`src/rtl/enc_pkg.sv`:
```
// Shared 8b/10b control symbols and framing states, used by the tx framer and rx deframer.
package enc_pkg;
    localparam logic [7:0] K28_5 = 8'hBC;
    localparam logic [7:0] K27_7 = 8'hFB;
    localparam logic [7:0] K29_7 = 8'hFD;

    typedef enum logic [1:0] {IDLE, SOF, DATA, EOF} state_t;
endpackage

```
`src/rtl/enc_align_timer.sv`:
```
// Counts symbols since the last IDLE_K and flags when a comma must be forced.
module enc_align_timer #(
    parameter int ALIGN_PERIOD = 256
) (
    input  logic clk,
    input  logic rst_n,
    input  logic clear,
    output logic force_align
);
    localparam int W = $clog2(ALIGN_PERIOD);
    localparam logic [W-1:0] LAST = W'(ALIGN_PERIOD - 1);

    logic [W-1:0] align_cnt;

    // A forced comma always clears, so the count never passes LAST.
    always_ff @(posedge clk) begin
        if (!rst_n)
            align_cnt <= '0;
        else if (clear)
            align_cnt <= '0;
        else
            align_cnt <= align_cnt + 1'b1;
    end

    assign force_align = (align_cnt == LAST);
endmodule

```
`src/rtl/enc_tx_framer.sv`:
```
// Byte-stream to 8b/10b symbol framer: SOF/EOF framing, idle fill, IFG and periodic commas.
module enc_tx_framer
    import enc_pkg::*;
#(
    parameter logic [7:0] IDLE_K       = K28_5,
    parameter logic [7:0] SOF_K        = K27_7,
    parameter logic [7:0] EOF_K        = K29_7,
    parameter int         ALIGN_PERIOD = 256,
    parameter int         IFG_MIN      = 2
) (
    input  logic       clk,
    input  logic       rst_n,
    input  logic [7:0] s_data,
    input  logic       s_valid,
    input  logic       s_last,
    output logic       s_ready,
    output logic [7:0] enc_data,
    output logic       enc_k,
    output logic       tx_busy
);
    localparam int GW = $clog2(IFG_MIN + 1);
    localparam logic [GW-1:0] GAP_LOAD = GW'(IFG_MIN);
    localparam logic [GW-1:0] GAP_ONE  = GW'(1);

    state_t        state, state_nxt;
    logic [GW-1:0] gap_cnt, gap_nxt;
    logic [7:0]    data_nxt;
    logic          k_nxt;
    logic          force_align;
    logic          accept;
    logic          emit_idle;

    enc_align_timer #(.ALIGN_PERIOD(ALIGN_PERIOD)) u_align (
        .clk         (clk),
        .rst_n       (rst_n),
        .clear       (emit_idle),
        .force_align (force_align)
    );

    assign s_ready   = (state == DATA) && !force_align;
    assign accept    = s_valid && s_ready;
    assign tx_busy   = (state != IDLE);
    assign emit_idle = k_nxt && (data_nxt == IDLE_K);

    always_comb begin
        state_nxt = state;
        gap_nxt   = gap_cnt;
        data_nxt  = IDLE_K;
        k_nxt     = 1'b1;
        if (state == IDLE && gap_cnt != '0)
            gap_nxt = gap_cnt - 1'b1;
        // A forced comma replaces whatever this state would emit and holds the state.
        if (!force_align) begin
            case (state)
                // The idle emitted on the SOF decision cycle is the last of the gap,
                // so exactly IFG_MIN idles separate EOF_K from the next SOF_K.
                IDLE: if (s_valid && gap_cnt <= GAP_ONE) state_nxt = SOF;
                SOF: begin
                    data_nxt  = SOF_K;
                    state_nxt = DATA;
                end
                DATA: if (accept) begin
                    data_nxt = s_data;
                    k_nxt    = 1'b0;
                    if (s_last) state_nxt = EOF;
                end
                EOF: begin
                    data_nxt  = EOF_K;
                    gap_nxt   = GAP_LOAD;
                    state_nxt = IDLE;
                end
                default: state_nxt = IDLE;
            endcase
        end
    end

    always_ff @(posedge clk) begin
        if (!rst_n) begin
            state    <= IDLE;
            gap_cnt  <= GAP_LOAD;
            enc_data <= IDLE_K;
            enc_k    <= 1'b1;
        end else begin
            state    <= state_nxt;
            gap_cnt  <= gap_nxt;
            enc_data <= data_nxt;
            enc_k    <= k_nxt;
        end
    end
endmodule

```
`config.mk`:
```
export PLATFORM = sky130hd
export DESIGN_NAME = enc_tx_framer
export DESIGN_NICKNAME = d
export VERILOG_FILES = /design/src/rtl/enc_pkg.sv /design/src/rtl/enc_align_timer.sv /design/src/rtl/enc_tx_framer.sv
export SDC_FILE = /design/constraint.sdc
export NUM_CORES = 1
export LEC_CHECK = 0
export ABC_AREA = 1
export CORE_MARGIN = 5
export CORE_UTILIZATION = 48
export CTS_BUF_LIST = sky130_fd_sc_hd__clkbuf_4 sky130_fd_sc_hd__clkbuf_8 sky130_fd_sc_hd__clkbuf_16
export DETAILED_ROUTE_END_ITERATION = 7
export PLACE_DENSITY = 0.87
export SLEW_MARGIN = 20
export SYNTH_ARGS = -nofsm -noshare
export SYNTH_HDL_FRONTEND = slang
export SYNTH_HIERARCHICAL = 1
export SYNTH_SLANG_ARGS = --single-unit
```
`constraint.sdc`:
```
create_clock -name clk -period 2.3 [get_ports clk]
set_input_delay 0.345 -clock clk [delete_from_list [all_inputs] [get_ports clk]]
set_output_delay 0.345 -clock clk [all_outputs]
set_load 0.03 [all_outputs]
```
==> results.yml, run 1 <==
run_status:
  status: "completed"
place:
  post-place-cells: 197
  finalWeightedCongestion: 0.814
  preCtsSetupSlack_ns: 0.110
  dpl.hpwl_um: 1680
  port_buffers: 22
yosys:
  syn_nets: 166
  seq_cells_post_synth: 21
  synth-edff-count: 0
  asyncSetResetFlopFracSynth: 0
  synth_flop_cell: "dfxtp_1"
  netlist_top_cells_area: "dfxtp_1, nand2_1, nor2_1"
  synth-warning-count: 6
  post-synth-top-count-cell: "nand2_1"
  synth_top_area_cell: "dfxtp_1"
  synth_largest_type_area_fraction: 0.409
  ys_top_cells_by_count: "nand2_1, dfxtp_1, nor2_1, inv_1, nand3_1"
  syn_inst: 148
  synth.yosys.seq_area_share: 0.409
  synth.avg_cell_area_um2: 6.95
  area_of_the_mapped_netlist_um2: 1030
  synth.distinct_cells: 19
flow_run:
  drv_cap: 0
routing:
  first_pass_iters: 4
  num_vias: 981
  dr.first_iter.drc_count: 28
  post_drt_via_cell_ratio: 4.88
  drcViolationCount: 0
  avgRoutedWirePerCell_um: 11.3
  ant_nets: 0
  wirelength_um: 2260
power_and_ir_drop:
  cell_internal_pwr_w: 0.000823
  max_ir_drop_vdd_mv: 0.694
  p_sw_frac: 0.435
  comb_power_share: 0.521
  leakagePower_nw: 0.595
  power.switching_w: 0.000635
  cellPowerDensity_nw_per_um2: 1100
  clock_power_share: 0.127
  seq_power_share: 0.353
finish:
  finalNonFillerCells: 201
  antenna-diode-count: 0
  flow.area_growth_from_synthesis_pct: 29.2
  layout-drive-gt1-share: 0.121
  nNetsFinal: 193
global_routing:
  grt.total_usage: 0.146
  grt-ovfl-total: 0
  pin_count_of_the_biggest_net_entering_global_routing: 14
  grt_first_pass_wirelength_um: 3740
  grt_pass1_vias: 938
  initial_antenna_violation_count: 0
worst_hold_path:
  hold_path_end: "u_align/align_cnt[0]"
  hold-path-cell-count: 1
  startpoint_of_the_most_critical_hold_path: "u_align/align_cnt[0]"
  hold_path.class: "reg2reg"
floorplanning:
  fp.dieArea_um2: 3170
  coreArea_um2: 2000
  die_x_um: 56.3
  rows: 16
  initial_core_util: 0.514
  dieHeight_um: 56.3
  io-pin-count: 23
clock_tree:
  clk_pin_slew_ns: 0.13
  cts_htree_levels: 1
  clk_path_buf_depth: 2
  cts_tree: "yes"
  cts_made_buffers: 3
  clock_sinks: 21
  clk_latency_ns: 0.32
  clock_tree.root_cell: "clkbuf_4"
setup_path:
  worst_path_maximum_fanout: 6
  timing.critical_path.from_type: "flop"
  r2r.worst_path.cells: 14
  r2r_start: "u_align/align_cnt[1]"
  timing.rr.end: "u_align/align_cnt[2]"
  reg2reg_setup_slack_ns: 0.21
  crit_path_end_kind: "flop"
  path_class: "reg2reg"
  crit_required_ns: 2.51
  worst-endpoint-arrival_ns: 2.30
sta:
  finalSetupViolCount: 0
  max_slew.worst_pin.slew_ns: 0.389
  fin_crit_ns: 2.09
  timing_hold_violations_final: 0
  finalWorstSetupSlack_ns: 0.210
  timing.final.crit_share: 0.909
  timing.max_slew.rel_slack: 0.740
  slew_viol_final: 0
  whs_ns: 0.452
  timing.clock.skew_ns: 0.0131
  max_clock_freq_mhz: 479
==> how the worst max path moves through the flow <==
stage / startpoint / end / cells past startpoint
5_1_grt: u_align/align_cnt[1] / u_align/align_cnt[2] / 14
4_1_cts: u_align/align_cnt[0] / s_ready / 7
6_report: u_align/align_cnt[1] / u_align/align_cnt[2] / 14
3_3_place_gp: u_align/align_cnt[0] / s_ready / 7
2_1_floorplan: state[1] / u_align/align_cnt[2] / 11
3_5_place_dp: u_align/align_cnt[0] / u_align/align_cnt[1] / 14
==> metrics by stage <==
| stage | total power, W | TNS, ns | cell area (um^2) | utilization |
|---|---|---|---|---|
| after CTS | 0.00146 | 0 | 1320 | 0.658 |
| after detailed placement | 0.00127 | 0 | 1280 | 0.642 |
| final | 0.00146 | 0 | 1330 | 0.664 |
| after global routing | 0.00158 | -0.232 | 1330 | 0.664 |
| after floorplan | 0.00101 | 0 | 1030 | - |
| after global placement | 0.00125 | 0 | 1280 | 0.642 |
==> layout by cell type, fill, tap and decap left out, types with 4 or more instances in the layout <==
| cell type | instances |
|---|---|
| inv_1 | 19 |
| nand2_1 | 41 |
| o21ai_0 | 4 |
| dfxtp_1 | 20 |
| clkdlybuf4s50_1 | 20 |
| a21oi_1 | 6 |
| nor2_1 | 20 |
| nand3_1 | 11 |
| ha_1 | 6 |
==> power by group through the flow <==
| stage | Combinational [W] | Sequential (W) | Clock [W] |
|---|---|---|---|
| final | 0.000759 | 0.000514 | 0.000184 |
| after floorplan | 0.000379 | 0.000635 | 0 |
| after CTS | 0.000754 | 0.000512 | 0.000189 |
| after detailed placement | 0.000751 | 0.000522 | 0 |
| after global routing | 0.000846 | 0.000526 | 0.000208 |
| after global placement | 0.000732 | 0.000514 | 0 |
==> state kept, by name, indices dropped and copies added, names as in the netlist <==
register and count:
state 2, enc_data 8, gap_cnt 2, enc_k 1
u_align/align_cnt 8
==> kinds of logic (layout without fill, tap and decap cells) <==
family	count (synthesis)	in the layout	synth area share
buffers and inverters	24	50	0.0925
and+or+nand+nor	79	79	0.322
DFF	21	21	0.409
adders and majority gates	6	6	0.0730
AOI/OAI and AO/OA	18	18	0.103
==> critical path, stage by stage, from the launching register on <==
cell     delay (ns)
dfxtp_1        0.39
ha_1           0.19
nand2_1        0.08
nor2_1         0.15
nand2_1        0.12
nor2_4         0.15
inv_2          0.09
nand2_1        0.13
o21ai_2        0.09
nand2_1        0.09
nand3_1        0.08
nor2_1         0.14
nor2_2         0.08
inv_1          0.14
nor3_1         0.06
==> metal layers <==
layer	GRT usage	wire length, um	up-vias
met5	0	0	-
met4	0.0610	25	0
met3	0.0298	78	4
met2	0.265	1200	21
met1	0.162	955	443
li1	-	-	513
==> final cells by class <==
cell class              count  area [um^2]
flip-flops and latches     21          422
multi-input cells         103          528
inverters                  22         82.6
fillers                   183          673
clock inverters             1         7.51
well taps                  27         33.8
repair buffers             24          233
clock buffers               3         22.5
==> what timing repair did <==
item / CTS / global route
hold buffers: 0 / 0
setup buffers: 0 / 0
setup endpoints to repair: 1 / 9
cloned: 0 / 0
pin swaps: 0 / 1
gates resized for setup: 2 / 7
No activity file was read; power rests on OpenSTA's default activity.
==> run 2: changes to the inputs <==
--- a/config.mk
+++ b/config.mk
@@ -7,10 +7,10 @@
 export LEC_CHECK = 0
 export ABC_AREA = 1
 export CORE_MARGIN = 5
-export CORE_UTILIZATION = 48
+export CORE_UTILIZATION = 40
 export CTS_BUF_LIST = sky130_fd_sc_hd__clkbuf_4 sky130_fd_sc_hd__clkbuf_8 sky130_fd_sc_hd__clkbuf_16
 export DETAILED_ROUTE_END_ITERATION = 7
-export PLACE_DENSITY = 0.87
+export PLACE_DENSITY = 0.76
 export SLEW_MARGIN = 20
 export SYNTH_ARGS = -nofsm -noshare
 export SYNTH_HDL_FRONTEND = slang
==> results.yml, run 2 (same netlist as run 1, synthesis figures left out) <==
clock_tree:
  cts_made_buffers: 3
  cts_tree: "yes"
  cts_post_setup_buffers_inserted: 0
  clock_tree.root_cell: "clkbuf_4"
  cts_htree_levels: 1
  cts_hold_repair.buffers: 0
  clk_path_buf_depth: 2
  clk_pin_slew_ns: 0.11
  cts_resized: 1
  clk_latency_ns: 0.30
  clock_sinks: 21
floorplanning:
  rows: 18
  initial_core_util: 0.415
  die_x_um: 60.7
  dieHeight_um: 60.7
  io-pin-count: 23
  fp.dieArea_um2: 3690
  coreArea_um2: 2480
power_and_ir_drop:
  max_ir_drop_vdd_mv: 0.566
  leakagePower_nw: 0.607
  cellPowerDensity_nw_per_um2: 1080
  total_power_w: 0.00144
setup_path:
  path_class: "reg2out"
  worst_path_maximum_fanout: 3
  worst-endpoint-arrival_ns: 1.77
  crit_path_end_kind: "output pin"
  crit_required_ns: 1.96
  timing.critical_path.from_type: "flop"
sta:
  slew_viol_final: 0
  timing.final.crit_share: 0.918
  fin_crit_ns: 2.11
  timing_hold_violations_final: 0
  timing.max_slew.rel_slack: 0.743
  max_slew.worst_pin.slew_ns: 0.384
  max_clock_freq_mhz: 474
  finalSetupViolCount: 0
  timing.clock.skew_ns: 0.00736
finish:
  multiInputGateArea_um2: 515
  seqCellArea_um2: 422
  mostFrequentLayoutCells: "nand2_1, nor2_1, dfxtp_1, clkdlybuf4s50_1, inv_1"
  filler_cell_count: 242
  layout-drive-gt1-share: 0.109
  finalNonFillerCells: 205
  top_regs: "enc_data: 8 flops, u_align/align_cnt: 8 flops"
  nNetsFinal: 194
  antenna-diode-count: 0
  flow.area_growth_from_synthesis_pct: 29.4
  final_common_cell: "nand2_1"
  layout.cell_area.non_filler_um2: 1330
  utilization: 0.537
routing:
  ant_nets: 0
  wirelength_um: 2140
  num_vias: 965
  avgRoutedWirePerCell_um: 10.4
  first_pass_iters: 4
  dr.first_iter.drc_count: 27
  post_drt_via_cell_ratio: 4.71
  drcViolationCount: 0
global_routing:
  pin_count_of_the_biggest_net_entering_global_routing: 12
  grtUsageMet1: 0.152
  grt_pass1_vias: 883
  grt-ovfl-total: 0
  grt_first_pass_wirelength_um: 3610
  grt.met3_usage: 0.0340
  grt.total_usage: 0.126
  top_usage_layer: "met2"
  initial_antenna_violation_count: 0
  groute.layer.met2.usage: 0.215
place:
  post-place-cells: 201
  finalWeightedCongestion: 0.844
  port_buffers: 22
  placement.cell_area_um2: 1300
  dpl.hpwl_um: 1710
flow_run:
  drv_cap: 0
worst_hold_path:
  hold_path.class: "reg2reg"
run_status:
  status: "completed"
run 2: changes by cell type in the layout (fill, tap and decap cells not counted):
cell,delta
buf_4,+1
clkbuf_2,-1
clkbuf_4,+1
clkinvlp_4,-1
dlygate4sd2_1,+1
nor2_2,+1
nor2_4,-1
o21ai_1,+2
o21ai_2,-2
run 2: worst max-delay path: stages, from the launching register on:
cell and delay (ns):
dfxtp_1 0.38, ha_1 0.18, nand2_1 0.08, nor2_1 0.15
nand2_1 0.10, nor2_2 0.16, nor2_1 0.07, dlygate4sd2_1 0.35
run 2: power by group:
| group | switching (W) | leakage, nW | internal [W] |
|---|---|---|---|
| clock | 0.000105 | 0.0184 | 0.0000793 |
| combinational | 0.000451 | 0.416 | 0.000295 |
| sequential | 0.0000461 | 0.172 | 0.000462 |
| total | 0.000602 | 0.607 | 0.000836 |
run 2: path summary, 6_finish.rpt:
path | slack [ns] | start | end | cells after the start
setup / recovery | 0.19 | u_align/align_cnt[1] | s_ready | 7
hold / removal | 0.45 | u_align/align_cnt[0] | u_align/align_cnt[0] | 1
hold reg to reg | 0.45 | u_align/align_cnt[0] | u_align/align_cnt[0] | 1
setup reg to reg | 0.28 | u_align/align_cnt[1] | u_align/align_cnt[2] | 14
run 2: stage by stage:
| step | TNS, ns | hold slack, ns | setup WS [ns] |
|---|---|---|---|
| 2_1_floorplan | 0 | 0.437 | 0.392 |
| 5_1_grt | -0.00241 | 0.477 | -0.00241 |
| 3_5_place_dp | 0 | 0.457 | 0.204 |
| 6_report | 0 | 0.451 | 0.190 |
| 3_3_place_gp | 0 | 0.448 | 0.251 |
| 4_1_cts | 0 | 0.474 | 0.0382 |
run 2: layer usage:
metal / vias up / share of wire
met4: 0 / 0.016
met5: - / 0
met3: 4 / 0.040
li1: 517 / -
met1: 424 / 0.44
met2: 20 / 0.50
run 2: final cells by class:
type / count / area share
multi-input cells: 103 / 0.387
flip-flops and latches: 21 / 0.317
repair buffers: 25 / 0.183
inverters: 22 / 0.0620
well taps: 30 / 0.0282
clock buffers: 4 / 0.0226
==> RTL change 1 (flow settings as in run 1) <==
Re-encode `state_t` (4 states) as one-hot, 4 bits wide.
--- a/src/rtl/enc_pkg.sv
+++ b/src/rtl/enc_pkg.sv
@@ -4,6 +4,6 @@
     localparam logic [7:0] K27_7 = 8'hFB;
     localparam logic [7:0] K29_7 = 8'hFD;
 
-    typedef enum logic [1:0] {IDLE, SOF, DATA, EOF} state_t;
+    typedef enum logic [3:0] {IDLE = 4'b0001, SOF = 4'b0010, DATA = 4'b0100, EOF = 4'b1000} state_t;
 endpackage
 
Formal check against the unedited RTL: no difference found for any inputs over 10 cycles, from zero or initial values and one cycle with rst_n low; not proved beyond that.
==> RTL change 1 against run 1 <==
Routed wire length is 3.8% lower; sequential power is 7.2% lower; via count is 1.2% lower; combinational power is 48% lower; total power is 28% lower; sequential cell count is 2 higher; hold slack worse by 3.2 ps; setup slack worse by 16 ps; synthesized area is 4.0% higher; cell area is 2.4% higher; highest routed layer unchanged.
==> RTL change 1: results (changes against run 1) <==
fin_skew_ps: 7.600  # -5.476 ps
wl_met1_um: 1002  # +4.9%
antenna_found_initial: 0  # unchanged
signal_buffers: 24  # unchanged
cts_setup_buffers: 0  # unchanged
grt_use_total: 0.1397  # -0.005856
gp_congestion: 0.8413  # +3.3%
grt_pass1_vias: 874  # -6.8%
htree_levels: 1  # unchanged
drt_wl_total_um: 2177  # -3.8%
drt_iter0_markers: 35  # +25%
yosysUniqueCellTypes: 24  # +5
nNetsFinal: 191  # -1.0%
synthTopCellsByArea: "dfxtp_1, nand2_1, nor2_1"
use_met3: 0.02262  # -0.007192
clockBufferDepth: 2  # unchanged
nFillCells: 191  # +4.4%
status: "finished, final reports clean"
cts-resized-gates: 3  # +1
first_pass_iters: 4  # unchanged
largestRegisters: "enc_data (8), u_align/align_cnt (8), state (4)"
rows: 17  # +1
portBuffers: 22  # unchanged
met3_length_um: 60  # -23%
multi_input_area_um2: 515.5  # -2.4%
ff_latch_area_um2: 461.7  # +9.5%
vias_per_cell: 4.773  # -2.2%
power.leakage_nw: 0.5958  # +0.13%
finalNonFillerCells: 203  # +1.0%
drive_gt1_frac: 0.1257  # +0.005025
worstMarginPinSlew_ps: 328.3  # -60.77 ps
ir_worst_vdd_mv: 0.5724  # -17%
path_clk_slew_ps: 120
syn_nets: 163  # -1.8%
hold_class: "reg2reg"
final_area_um2: 1360  # +2.4%
antennaDiodeCount: 0  # unchanged
n_all_inverters: 24  # +9.1%
grt_max_degree: 14  # unchanged
placed_cell_area_um2: 1336  # +4.0%
arrival_ps: 1760  # -540 ps
synthTopCellsByCount: "nand2_1, nor2_1, dfxtp_1"
crit_family: "simple AND/OR/NAND/NOR gates"
cp_max_fo: 3  # -3
clock_area_frac: 0.02024  # -0.002360
numCtsBuffers: 3  # unchanged
clock-sinks: 23  # +9.5%
dpl_worst_slack_ps: 98.88  # -10.93 ps
async_reset_ff_frac: 0  # unchanged
seq_area_frac_synth: 0.4304  # +0.02165
dp_hpwl_um: 1753  # +4.3%
wl_met2_um: 1089  # -9.4%
grt_pass1_wl_um: 3622  # -3.1%
multi_input_gates: 100  # -2.9%
layout.nonclk_buf_frac: 0.1693  # -0.005868
use_met1: 0.1653  # +0.003267
met2_usage: 0.2480  # -0.01748
==> RTL change 1: power breakdown <==
group	internal (mW)	total, mW	switching (mW)
Sequential	0.443	0.477	0.0332
Clock	0.0649	0.185	0.120
Combinational	0.161	0.394	0.233
==> RTL change 1: path summary, 6_finish.rpt <==
check | start | to | slack, ps | cells after the start
worst min register to register | u_align/align_cnt[0] | u_align/align_cnt[0] | 450 | 1
worst min-delay path | u_align/align_cnt[0] | u_align/align_cnt[0] | 450 | 1
worst max register to register | u_align/align_cnt[0] | u_align/align_cnt[2] | 440 | 14
worst max-delay path | u_align/align_cnt[1] | s_ready | 190 | 9
==> RTL change 1: kinds of logic (layout without fill, tap and decap cells) <==
| logic type | after synthesis | in the layout | synth area share |
|---|---|---|---|
| compound gates | 12 | 12 | 0.06784 |
| xor+xnor | 1 | 1 | 0.008189 |
| fa+ha+maj | 3 | 3 | 0.03509 |
| buf+inv | 25 | 52 | 0.08771 |
| flops | 23 | 23 | 0.4304 |
| simple gates | 84 | 84 | 0.3708 |
==> RTL change 2 (settings of run 1) <==
Without the edit above. Change the parameter `IFG_MIN` from 2 to 4.
--- a/src/rtl/enc_tx_framer.sv
+++ b/src/rtl/enc_tx_framer.sv
@@ -6,7 +6,7 @@
     parameter logic [7:0] SOF_K        = K27_7,
     parameter logic [7:0] EOF_K        = K29_7,
     parameter int         ALIGN_PERIOD = 256,
-    parameter int         IFG_MIN      = 2
+    parameter int         IFG_MIN      = 4
 ) (
     input  logic       clk,
     input  logic       rst_n,
Check against the original RTL: not equivalent (a bounded check fails within 4 cycles, from zero or initial values and one cycle with rst_n low).
==> RTL change 2 against run 1 <==
Cell area rose by 5.9%; core utilization is 2.7 points lower; sequential share of layout area fell by 0.35 points; clock skew down 12 ps; setup slack better by 47 ps; total power grew 9.6%; synthesized area increased by 7.8%; routed wire length up 2.0%; combinational power is 8.6% higher; sequential cell count increased by 1; maximum frequency up 2.3%; critical path type unchanged.
==> RTL change 2: results (changes against run 1) <==
slew_headroom: 0.7203  # -0.01956
finalMaxSlewViolations: 0  # unchanged
grt_use_total: 0.1532  # +0.007598
cp_slowest_cell: "dfxtp_2"
yosysMostFrequentCell: "nand2_1"
clockBufferDepth: 2  # unchanged
finalNonFillerCells: 209  # +4.0%
yosysWarningCount: 6  # unchanged
drt_iter0_markers: 18  # -36%
power.leakage_nw: 0.6187  # +4.0%
synthTopCellsByArea: "dfxtp_1, nand2_1, ha_1"
wl_per_cell_um: 11.04  # -1.9%
hold_start: "u_align/align_cnt[0]"
dpl_worst_slack_ps: 96.72  # -13.09 ps
vias_per_cell: 4.900  # +0.39%
async_reset_ff_frac: 0  # unchanged
cp_max_fo: 8  # +2
nNetsFinal: 201  # +4.1%
worstHoldEndpoint: "u_align/align_cnt[0]"
worstSkewPairLatency_ps: 310
synthTopCellsByCount: "nand2_1, dfxtp_1, nor2_1"
largestRegisters: "enc_data (8), u_align/align_cnt (8), gap_cnt (3)"
seq_area_frac_synth: 0.3973  # -0.01147
yosysUniqueCellTypes: 23  # +4
grt_pass1_wl_um: 4022  # +7.6%
slowest_delay_ps: 360  # -30 ps
syn_area_per_cell_um2: 7.152  # +2.9%
grt_pass1_vias: 1026  # +9.4%
fin_skew_ps: 1.554  # -11.52 ps
dp_hpwl_um: 1891  # +12%
r2r_cells: 14  # unchanged
status: "finished, final reports clean"
r2r_slack_ps: 260  # +50 ps
crit_family: "simple AND/OR/NAND/NOR gates"
holdPathStages: 1  # unchanged
gp_congestion: 0.8060  # -1.0%
timing.rr.start: "u_align/align_cnt[0]"
grt_overflow_total: 0  # unchanged
grt_max_degree: 13  # -1
cts_setup_buffers: 0  # unchanged
syn_nets: 174  # +4.8%
p_int_mw: 0.9113  # +11%
numCtsBuffers: 3  # unchanged
drive_gt1_frac: 0.1381  # +0.01743
ir_worst_vdd_mv: 0.7588  # +9.4%
htree_levels: 1  # unchanged
clockRootBuffer: "clkbuf_4"
arrival_ps: 2280  # -20 ps
## RTL change 2: worst max-delay path by stage
stage | start | endpoint | slack [ps] | cells past startpoint
after global placement | u_align/align_cnt[0] | s_ready | 200 | 7
after global routing | u_align/align_cnt[1] | u_align/align_cnt[2] | -10 | 14
final | u_align/align_cnt[0] | u_align/align_cnt[2] | 260 | 14
after CTS | u_align/align_cnt[0] | s_ready | 20 | 7
after floorplan | u_align/align_cnt[0] | u_align/align_cnt[2] | 420 | 16
after detailed placement | u_align/align_cnt[0] | u_align/align_cnt[2] | 100 | 14
## RTL change 2: cells by family after synthesis
family	synth area share
AOI/OAI and AO/OA	0.1106
adders and majority gates	0.07900
buffers and inverters	0.08464
DFF	0.3973
and+or+nand+nor	0.3284
## RTL change 2: metal layers
| layer | vias to the layer above | part of all wire | routed length [µm] | GRT usage |
|---|---|---|---|---|
| met5 | - | 0 | 0 | 0 |
| met4 | 0 | 0.026 | 61 | 0.1126 |
| met3 | 6 | 0.035 | 80 | 0.02673 |
| met1 | 460 | 0.40 | 926 | 0.1608 |
| met2 | 20 | 0.54 | 1239 | 0.2710 |
| li1 | 538 | - | - | - |
## RTL change 2: layout make-up
class                           instances  area, µm²
Fill cell                             202      804.5
Multi-Input combinational cell        109      581.8
Sequential cell                        22      441.7
Timing Repair Buffer                   23      221.5
Inverter                               23      91.34
Clock buffer                            4      36.28
Tap cell                               28      35.03
## RTL change 2: power by group through the flow
stage / clock network, mW / logic, mW / registers (mW)
3_5_place_dp: 0 / 0.837 / 0.571
6_report: 0.213 / 0.824 / 0.561
3_3_place_gp: 0 / 0.807 / 0.564
5_1_grt: 0.239 / 0.908 / 0.581
2_1_floorplan: 0 / 0.422 / 0.704
4_1_cts: 0.217 / 0.831 / 0.561
## RTL change 2: timing repair
action                                  CTS  global route
pin swaps                                 0             1
endpoints found under the hold margin     0             0
gates resized for setup                   2             6
endpoints found under the setup margin    2             9
cloned                                    0             0
## RTL change 2: through the flow
| stage | hold WS [ps] | instance area (µm²) | TNS (ps) | power (mW) |
|---|---|---|---|---|
| finish | 456.6 | 1408 | 0 | 1.598 |
| global route | 484.4 | 1408 | -12.97 | 1.728 |
| CTS | 483.2 | 1400 | 0 | 1.609 |
| detailed placement | 465.9 | 1366 | 0 | 1.407 |
| global placement | 450.5 | 1366 | 0 | 1.371 |
| floorplan | 437.0 | 1109 | 0 | 1.126 |
## RTL change 2: worst reg2reg max path: stages, from the launching register on
cell and delay, ps:
dfxtp_2 360, ha_1 210, nand2_1 100, nor2_1 70
nand2_1 120, nor2_4 70, inv_4 100, nand2_2 80
o21ai_1 190, nand2_1 90, nand3_1 90, nor2_1 50
nor2_2 170, inv_1 120, nor3_1 160
